[src/rtl/keypad_pkg.sv]
// Shared types and constants for the 4x4 keypad matrix scanner.
// Holds the FSM state enum, the frame class enum and the matrix size.
package keypad_pkg;

  localparam int ROWS = 4;
  localparam int COLS = 4;

  typedef enum logic [1:0] {
    IDLE,
    DEBOUNCE,
    PRESSED
  } state_e;

  typedef enum logic [1:0] {
    NONE,
    SINGLE,
    MULTI
  } frame_e;

endpackage

[src/rtl/keypad_frame_classifier.sv]
// Classifies one full-scan press map as no key, a single key, or several keys.
// Ports: map_i (16-bit press map, bit set = pressed), cls_o (frame class),
// code_o (index of the pressed key; valid when cls_o is SINGLE).
module keypad_frame_classifier
  import keypad_pkg::*;
(
  input  logic [ROWS*COLS-1:0] map_i,
  output frame_e               cls_o,
  output logic [3:0]           code_o
);

  always_comb begin
    cls_o  = NONE;
    code_o = 4'd0;
    for (int i = 0; i < ROWS*COLS; i++) begin
      if (map_i[i]) begin
        if (cls_o == NONE) begin
          cls_o  = SINGLE;
          code_o = 4'(i);
        end else begin
          cls_o = MULTI;
        end
      end
    end
  end

endmodule

[src/rtl/keypad_matrix_scanner.sv]
// Scans a 4x4 active-low key matrix, debounces over full scans and hands
// accepted key codes out over a valid/ready handshake.
// Ports: clk, reset (async, active-high), row_n (row drive, one bit low),
// col_n (column sense, async), key_code/key_valid/key_ready (event
// handshake), key_held (debounced key down), key_overrun (dropped event).
// Option: define KEYPAD_AUTOREPEAT_EN to add auto-repeat while a key is held.
module keypad_matrix_scanner
  import keypad_pkg::*;
#(
  parameter int SCAN_DIV_W         = 17,
  parameter int DEBOUNCE_SCANS     = 4
`ifdef KEYPAD_AUTOREPEAT_EN
  ,
  parameter int REPEAT_DELAY_SCANS = 32,
  parameter int REPEAT_RATE_SCANS  = 8
`endif
) (
  input  logic            clk,
  input  logic            reset,
  output logic [ROWS-1:0] row_n,
  input  logic [COLS-1:0] col_n,
  output logic [3:0]      key_code,
  output logic            key_valid,
  input  logic            key_ready,
  output logic            key_held,
  output logic            key_overrun
);

  localparam int DW = SCAN_DIV_W + 2;
  localparam logic [3:0] DB_N = 4'(DEBOUNCE_SCANS);

  logic [COLS-1:0] sync1_q, sync2_q;
  logic [DW-1:0] div_q, div_d;
  logic [ROWS*COLS-1:0] map_q, map_d;
  state_e state_q, state_d;
  logic [3:0] cand_q, cand_d;
  logic [3:0] cnt_q, cnt_d;
  logic [3:0] rel_q, rel_d;
  logic [3:0] code_q, code_d;
  logic valid_q, valid_d;
  logic ovr_q, ovr_d;

  logic [1:0] row;
  logic dwell_end, frame_end;
  logic match, emit;
  frame_e cls;
  logic [3:0] cls_code;

  assign row       = div_q[DW-1 -: 2];
  assign dwell_end = &div_q[SCAN_DIV_W-1:0];
  assign frame_end = dwell_end && (row == 2'd3);
  assign div_d     = div_q + 1'b1;
  assign row_n     = ~(4'b0001 << row);

  // The row being closed out is merged in here so the frame-end
  // classification already sees the row-3 sample.
  always_comb begin
    map_d = map_q;
    if (dwell_end) begin
      map_d[{row, 2'b00} +: COLS] = ~sync2_q;
    end
  end

  keypad_frame_classifier u_cls (
    .map_i  (map_d),
    .cls_o  (cls),
    .code_o (cls_code)
  );

  assign match = (cls == SINGLE) && (cls_code == cand_q);

`ifdef KEYPAD_AUTOREPEAT_EN
  localparam logic [7:0] RD_N = 8'(REPEAT_DELAY_SCANS);
  localparam logic [7:0] RR_N = 8'(REPEAT_RATE_SCANS);
  logic [7:0] rpt_q, rpt_d;
  logic first_q, first_d;
`endif

  always_comb begin
    state_d = state_q;
    cand_d  = cand_q;
    cnt_d   = cnt_q;
    rel_d   = rel_q;
    emit    = 1'b0;
`ifdef KEYPAD_AUTOREPEAT_EN
    rpt_d   = rpt_q;
    first_d = first_q;
    if (state_q != PRESSED) begin
      rpt_d   = 8'd0;
      first_d = 1'b1;
    end
`endif
    if (frame_end) begin
      unique case (state_q)
        IDLE: begin
          if (cls == SINGLE) begin
            cand_d = cls_code;
            if (DB_N == 4'd1) begin
              state_d = PRESSED;
              rel_d   = 4'd0;
              cnt_d   = 4'd0;
              emit    = 1'b1;
            end else begin
              state_d = DEBOUNCE;
              cnt_d   = 4'd1;
            end
          end
        end
        DEBOUNCE: begin
          if (match) begin
            cnt_d = cnt_q + 4'd1;
            if (cnt_q + 4'd1 == DB_N) begin
              state_d = PRESSED;
              rel_d   = 4'd0;
              cnt_d   = 4'd0;
              emit    = 1'b1;
            end
          end else begin
            state_d = IDLE;
            cnt_d   = 4'd0;
          end
        end
        PRESSED: begin
          if (match) begin
            rel_d = 4'd0;
`ifdef KEYPAD_AUTOREPEAT_EN
            rpt_d = rpt_q + 8'd1;
            if (rpt_q + 8'd1 == (first_q ? RD_N : RR_N)) begin
              rpt_d   = 8'd0;
              first_d = 1'b0;
              emit    = 1'b1;
            end
`endif
          end else begin
            rel_d = rel_q + 4'd1;
            if (rel_q + 4'd1 == DB_N) begin
              state_d = IDLE;
              rel_d   = 4'd0;
            end
          end
        end
        default: state_d = IDLE;
      endcase
    end
  end

  // A fresh emit wins over acceptance; an emit against a stalled
  // consumer is dropped and flagged instead of overwriting the code.
  always_comb begin
    code_d  = code_q;
    valid_d = valid_q && !key_ready;
    ovr_d   = 1'b0;
    if (emit) begin
      if (!valid_q || key_ready) begin
        code_d  = cand_d;
        valid_d = 1'b1;
      end else begin
        ovr_d = 1'b1;
      end
    end
  end

  always_ff @(posedge clk or posedge reset) begin
    if (reset) begin
      sync1_q <= '1;
      sync2_q <= '1;
      div_q   <= '0;
      map_q   <= '0;
      state_q <= IDLE;
      cand_q  <= 4'd0;
      cnt_q   <= 4'd0;
      rel_q   <= 4'd0;
      code_q  <= 4'd0;
      valid_q <= 1'b0;
      ovr_q   <= 1'b0;
`ifdef KEYPAD_AUTOREPEAT_EN
      rpt_q   <= 8'd0;
      first_q <= 1'b1;
`endif
    end else begin
      sync1_q <= col_n;
      sync2_q <= sync1_q;
      div_q   <= div_d;
      map_q   <= map_d;
      state_q <= state_d;
      cand_q  <= cand_d;
      cnt_q   <= cnt_d;
      rel_q   <= rel_d;
      code_q  <= code_d;
      valid_q <= valid_d;
      ovr_q   <= ovr_d;
`ifdef KEYPAD_AUTOREPEAT_EN
      rpt_q   <= rpt_d;
      first_q <= first_d;
`endif
    end
  end

  assign key_code    = code_q;
  assign key_valid   = valid_q;
  assign key_held    = (state_q == PRESSED);
  assign key_overrun = ovr_q;

endmodule

[config.mk]
export PLATFORM = sky130hd
export DESIGN_NAME = keypad_matrix_scanner
export DESIGN_NICKNAME = d
export VERILOG_FILES = /design/src/rtl/keypad_pkg.sv /design/src/rtl/keypad_frame_classifier.sv /design/src/rtl/keypad_matrix_scanner.sv
export SDC_FILE = /design/constraint.sdc
export NUM_CORES = 1
export LEC_CHECK = 0
export ABC_AREA = 1
export CAP_MARGIN = 25
export CORE_UTILIZATION = 50
export CTS_BUF_LIST = sky130_fd_sc_hd__clkbuf_4 sky130_fd_sc_hd__clkbuf_8
export DETAILED_ROUTE_END_ITERATION = 8
export MAX_ROUTING_LAYER = met4
export PLACE_DENSITY_LB_ADDON = 0.12
export SYNTH_ARGS = -nofsm -noshare
export SYNTH_HDL_FRONTEND = slang
export SYNTH_HIERARCHICAL = 1
export SYNTH_SLANG_ARGS = --single-unit
[constraint.sdc]
create_clock -name clk -period 6 [get_ports clk]
set_input_delay 1.2 -clock clk [delete_from_list [all_inputs] [get_ports clk]]
set_output_delay 1.2 -clock clk [all_outputs]
set_load 0.02 [all_outputs]
# == Word-level counts from Yosys, hierarchy flattened ==
# Cells that the tools add are included.
# word_totals
ff_bits,63
latchBits,0
mem_bits_rw,0
romBits,0
in_bits,7
out_inout_bits,11
memories,0
# op_classes
addsub,4
n_mul,0
div_mod_pow,0
n_lt_le_gt_ge,0
n_eq_ne,13
shift,3
muxes,89
n_bitwise,2
n_reduce_logical,29
# ops
cell,count
$mux 4,39
$mux 2,35
$logic_not 2->1,16
$add 19x1->19 const B,1
$reduce_and 17->1,1
$bwmux 16,1
$mux 16,1
$pmux 4 s2,2
$shift 4x6->16 const A,1
$shiftx 4x6->16,1
$mux 1,10
$add 4x1->4 const B,2
$eq 4x3->1 const B,2
$ne 2x2->1 const B,4
$not 4->4,2
$neg 4->6,1
$pmux 2 s3,1
$reduce_and 5->1,1
$eq 2x1->1 const B,2
$eq 2x2->1 const B,2
$eq 4x4->1,1
$reduce_and 4->1,1
$reduce_bool 2->1,2
$shl 1x2->4 const A,1
7 further kinds,10

# == Depth between registers and ports, before layout ==
# depth
word_depth,56
ltp_mapped,43
ltp_nobuf,43

# == Modules after synthesis ==
# Netlist, hierarchy kept.
# modules_own_cells
module,n_inst,cells_per_inst,area_per_inst_um2,seq_area_each_um2
keypad_matrix_scanner,1,335,2986.6,1586.5
keypad_frame_classifier,1,141,773.2,0.0

# == Worst setup path after synthesis ==
# Ideal clock, no wire load.
# synth_timing
kind,register -> register
from,register div_q[0]
to,register rel_q[0]
setup_ns,0.117
arrival_ns,5.002
required_ns,5.883
setup_slack_ns,0.881
stages_incl_launch_ff,41
n_path_buf,0
period_less_slack_ns,5.119
path_cell_list,dfrtp_1 -> ha_1 -> nand3_1 -> nor3_2 -> nand3_1 -> nor2_2 -> nand2_1 -> nor2_1 -> ha_1 -> nand2_1 -> nor2_1 -> nand3_1 -> o21ai_0 -> inv_1 -> ha_1 -> inv_1 -> nand2_1 -> nand3_1 -> [5 not listed] -> nand2_1 -> nand2_1 -> nand2_1 -> nand3_2 -> nand2_2 -> nand4_4 -> nor2_4 -> nor2_1 -> a21oi_1 -> inv_1 -> nand2_1 -> nand2_1 -> nor2_1 -> nand3_2 -> o21ai_2 -> nand2_2 -> nand2_1 -> nand2_1
# synth_between
elab_cells_between_ends,86
# synth_lines
element,line,rtl
"start, declared",keypad_matrix_scanner.sv:33,"logic [DW-1:0] div_q, div_d;"
"start signal, assigned",keypad_matrix_scanner.sv:183,div_q <= div_d;
$reduce_and 17->1 (*),keypad_matrix_scanner.sv:50,assign dwell_end = &div_q[SCAN_DIV_W-1:0];
$mux 16 (*),keypad_matrix_scanner.sv:59,if (dwell_end) begin
named net map_d[1],keypad_matrix_scanner.sv:34,"logic [ROWS*COLS-1:0] map_q, map_d;"
$mux 2,keypad_frame_classifier.sv:16,if (map_i[i]) begin
$logic_not 2->1,keypad_frame_classifier.sv:17,if (cls_o == NONE) begin
$mux 2,keypad_frame_classifier.sv:17,
$mux 2,keypad_frame_classifier.sv:16,
$logic_not 2->1,keypad_frame_classifier.sv:17,
[35 not listed],--,
$logic_not 2->1,keypad_frame_classifier.sv:17,
$mux 4,keypad_frame_classifier.sv:17,
$mux 4 (*),keypad_frame_classifier.sv:16,
named net cls_code[0],keypad_matrix_scanner.sv:47,logic [3:0] cls_code;
$eq 4x4->1 (*),keypad_matrix_scanner.sv:70,assign match = (cls == SINGLE) && (cls_code == cand_q);
$logic_and 1x1->1 (*),keypad_matrix_scanner.sv:70,
$ne 2x2->1 (no line) or $mux 4 (tied branches),--,
$reduce_and 4->1 (no line) or $pmux 4 s2 (tied branches),--,
"end signal, assigned",keypad_matrix_scanner.sv:188,rel_q <= rel_d;
"end, declared",keypad_matrix_scanner.sv:38,"logic [3:0] rel_q, rel_d;"
# Mark *: on every way through the listed nets, which the timed path passes. The rest lies on a longest branch.
# A chain may end at the register's enable or synchronous reset.

# == Worst setup path after layout ==
# layout_timing
from,register div_q[0]
to,register code_q[2] (netlist: key_code[2])
# layout_between
elab_cells_between_ends,89
# layout_lines
element,line,rtl
$reduce_and 17->1 (*),keypad_matrix_scanner.sv:50,
$mux 16 (*),keypad_matrix_scanner.sv:59,
named net map_d[1],keypad_matrix_scanner.sv:34,
$mux 2,keypad_frame_classifier.sv:16,
$logic_not 2->1,keypad_frame_classifier.sv:17,
$mux 2,keypad_frame_classifier.sv:17,
$mux 2,keypad_frame_classifier.sv:16,
$logic_not 2->1,keypad_frame_classifier.sv:17,
[37 not listed],--,
$mux 4 (*),keypad_frame_classifier.sv:16,
named net cls_code[0],keypad_matrix_scanner.sv:47,
$eq 4x4->1 (*),keypad_matrix_scanner.sv:70,
$logic_and 1x1->1 (*),keypad_matrix_scanner.sv:70,
$mux 1 (*),keypad_matrix_scanner.sv:110,if (match) begin
$mux 1 (*),keypad_matrix_scanner.sv:94,unique case (state_q)
$mux 1 (*),keypad_matrix_scanner.sv:93,if (frame_end) begin
$reduce_and 2->1 (no line) (*),--,
"end signal, assigned",keypad_matrix_scanner.sv:189,code_q <= code_d;
"end, declared",keypad_matrix_scanner.sv:39,"logic [3:0] code_q, code_d;"
# Marked as above.

==> impl_metrics.ini <==
[synth]
synth.ff_latch_count = 63
synth_fp_nets = 500
ys_types = 35
syn_area_sq_um = 3760
netlist_instances = 476
ys_top_cells_by_area = dfrtp_1 (37%), nand2_1 (13%), nand3_1 (6.7%)
ys_async_sr_fraction_pct = 100
synth_top_cell_by_area = dfrtp_1
yosysTopAreaCellShare_pct = 36.6
synth_commonest_cells = nand2_1 (133), inv_1 (62), dfrtp_1 (55)
synth.most_common_cell = nand2_1
yosysSeqAreaShare_pct = 42.2
synth_edf_count = 0
synth_area_per_cell_sq_um = 7.90
yosysWarnings = 6
yosys_most_used_dff = dfrtp_1

[power]
p_switching_uw = 177
p_comb_share_pct = 1.5
p_seq_share_pct = 53.8
powerDensity_nw_per_um2 = 183
cellLeakagePower_nw = 2.10
clkPwrFrac_pct = 44.6
ir_drop_v = 0.000162
swShare_pct = 22.1
power.internal_uw = 625

[final_layout]
diodes = 0
area_delta_synth_final_pct = 16.8
layout-drive-gt1-share_pct = 16.2
instances_no_fill = 619
nNetsFinal = 539
final_core_util_pct = 60.6

[worst_setup_path]
end_kind = flop
startpoint = div_q[0]
critical-path-slowest-cell = dfrtp_1
cp_common_cell = nand2_1
r2r_cells = 40
start_kind = flop
path_class = flop to flop
slowest_delay_ns = 0.38
arrival_ns = 5.62
setup.worst_path.end = key_code[2]
r2r_slack_ns = 0.61
r2r_start = div_q[0]
crit_path_max_fanout = 6
r2r-end = key_code[2]
crit_required_ns = 6.23

[run_status]
status = completed

[placed_design]
portBuffers = 17
place_ws_ns = 0.338
gp_congestion = 0.863
dpl.hpwl_mm = 5.61
dp_cells = 599

[floorplanning]
start_util_pct = 51.8
fp.dieArea_sq_um = 7870
num_io_pins = 18
fp.dieH_um = 88.7
core-area_sq_um = 7250
core.rowCount = 31
die_x_um = 88.7

[clock_tree]
root_buffer = clkbuf_8
clockBufferDepth = 2
htreeDepth = 3
holdBufCountCts = 0
clkLatencyLatePin_ns = 0.34
cts_tree = yes
clkSlewWorstSetupHoldPaths_ns = 0.07
numCtsBuffers = 9
clock_sinks = 63

[grt]
grt.total_usage_pct = 21.7
grt-ovfl-total = 0
grt_max_degree = 64
grt_pass1_wl_mm = 12.8
antenna_found_initial = 0
grt_pass1_vias = 2953

[timing]
min_period_ns = 5.39
fmax_ghz = 0.186
fin_tns_setup_ns = 0
post-route-period-util_pct = 89.8
setup_violations = 0
worst_slew_pin_slew_ns = 0.789
layout_setup_ws_ns = 0.613
hold_viol = 0
fin_worst_skew_ns = 0.0120
relSlewSlack_pct = 46.9
drv_slew = 0

[detailed_routing]
first_pass_iters = 5
wl_mm = 7.51
ant_nets = 0
via_per_inst = 5.08
dr_total_vias = 3142
drtIter0Drc = 101
wl_per_cell_um = 12.1
drc = 0

[hold_path]
hold_path.class = flop to flop
hp-start = sync1_q[0]

[job]
max_cap_violations = 0
## how the worst min path moves through the flow
stage / end / slack, ns / cells past startpoint
4_1_cts: sync2_q[0] / 0.36 / 0
3_5_place_dp: sync2_q[0] / 0.35 / 0
3_3_place_gp: sync2_q[2] / 0.35 / 0
2_1_floorplan: sync2_q[0] / 0.35 / 0
6_report: sync2_q[0] / 0.36 / 0
5_1_grt: sync2_q[0] / 0.37 / 0
## sequential cells by signal (all words and copies together), names as in the netlist
| signal | count |
|---|---|
| key_code | 4 |
| map_q | 16 |
| state_q | 2 |
| rel_q | 4 |
| key_overrun | 1 |
| cand_q | 4 |
| sync1_q | 4 |
| cnt_q | 4 |
| div_q | 19 |
| sync2_q | 4 |
| key_valid | 1 |
## area by class of cell
| type | count | area (sq um) |
|---|---|---|
| Fill cell | 661 | 2860 |
| Multi-Input combinational cell | 346 | 1970 |
| Sequential cell | 63 | 1590 |
| Timing Repair Buffer | 29 | 260 |
| Inverter | 66 | 253 |
| Clock buffer | 9 | 124 |
| Tap cell | 99 | 124 |
| Clock inverter | 7 | 71.3 |
## power by group through the flow
stage | combinational (mW) | sequential (mW) | clock, mW
after global routing | 0.0144 | 0.432 | 0.385
after detailed placement | 0.0131 | 0.439 | 0
after floorplan | 0.00630 | 0.438 | 0
final | 0.0123 | 0.432 | 0.358
after global placement | 0.0130 | 0.439 | 0
after CTS | 0.0130 | 0.431 | 0.368
## placed cells by master (no fill, tap or decap), drive strengths merged
cell type      instances
a21oi                  5
a31oi                  2
and2                   1
buf                   12
bufinv                 1
clkbuf                 9
clkdlybuf4s50         17
clkinv                 3
clkinvlp               3
dfrtp                 55
dfstp                  8
ha                    17
inv                   66
nand2                143
nand3                 57
nand3b                 1
nand4                 21
nor2                  46
nor3                   4
nor4b                  1
o2111ai                1
o21ai                 27
o22ai                  1
o31ai                  4
xnor2                  4
xor2                  11
## kinds of logic after synthesis
logic type,count (synthesis),synth area share [%]
compound gates,40,6.89
xor+xnor,15,3.49
buf+inv,67,6.82
fa+ha+maj,17,5.66
simple gates,274,34.9
flops,63,42.2
## metrics by stage
step	total power, mW	hold slack [ns]	instance area, sq um
finish	0.802	0.359	4390
global route	0.831	0.365	4390
CTS	0.812	0.361	4310
global placement	0.452	0.346	4110
detailed placement	0.452	0.350	4110
floorplan	0.445	0.345	3760
## per-layer routing
metal | vias to the layer above | GRT usage, % | part of all wire (%)
li1 | 1629 | - | -
met3 | 9 | 5.60 | 3.2
met1 | 1460 | 26.3 | 46
met2 | 44 | 35.7 | 50
met4 | 0 | 6.16 | 1.3
met5 | - | - | 0
## timing repair
action	4_1_cts	5_1_grt
endpoints found under the setup margin	0	15
buffers inserted	0	4
gates resized for setup	0	14
## worst max-delay path: cells and delay by family, from the launching register on
kind | cells | cell delay (ns)
AO/OA/AOI/OAI | 2 | 0.32
AND/OR/NAND/NOR | 32 | 3.62
flip-flops | 1 | 0.38
buffers and inverters | 3 | 0.25
adder cells (fa/ha/maj) | 3 | 0.70
(Power assumes the default switching activity.)
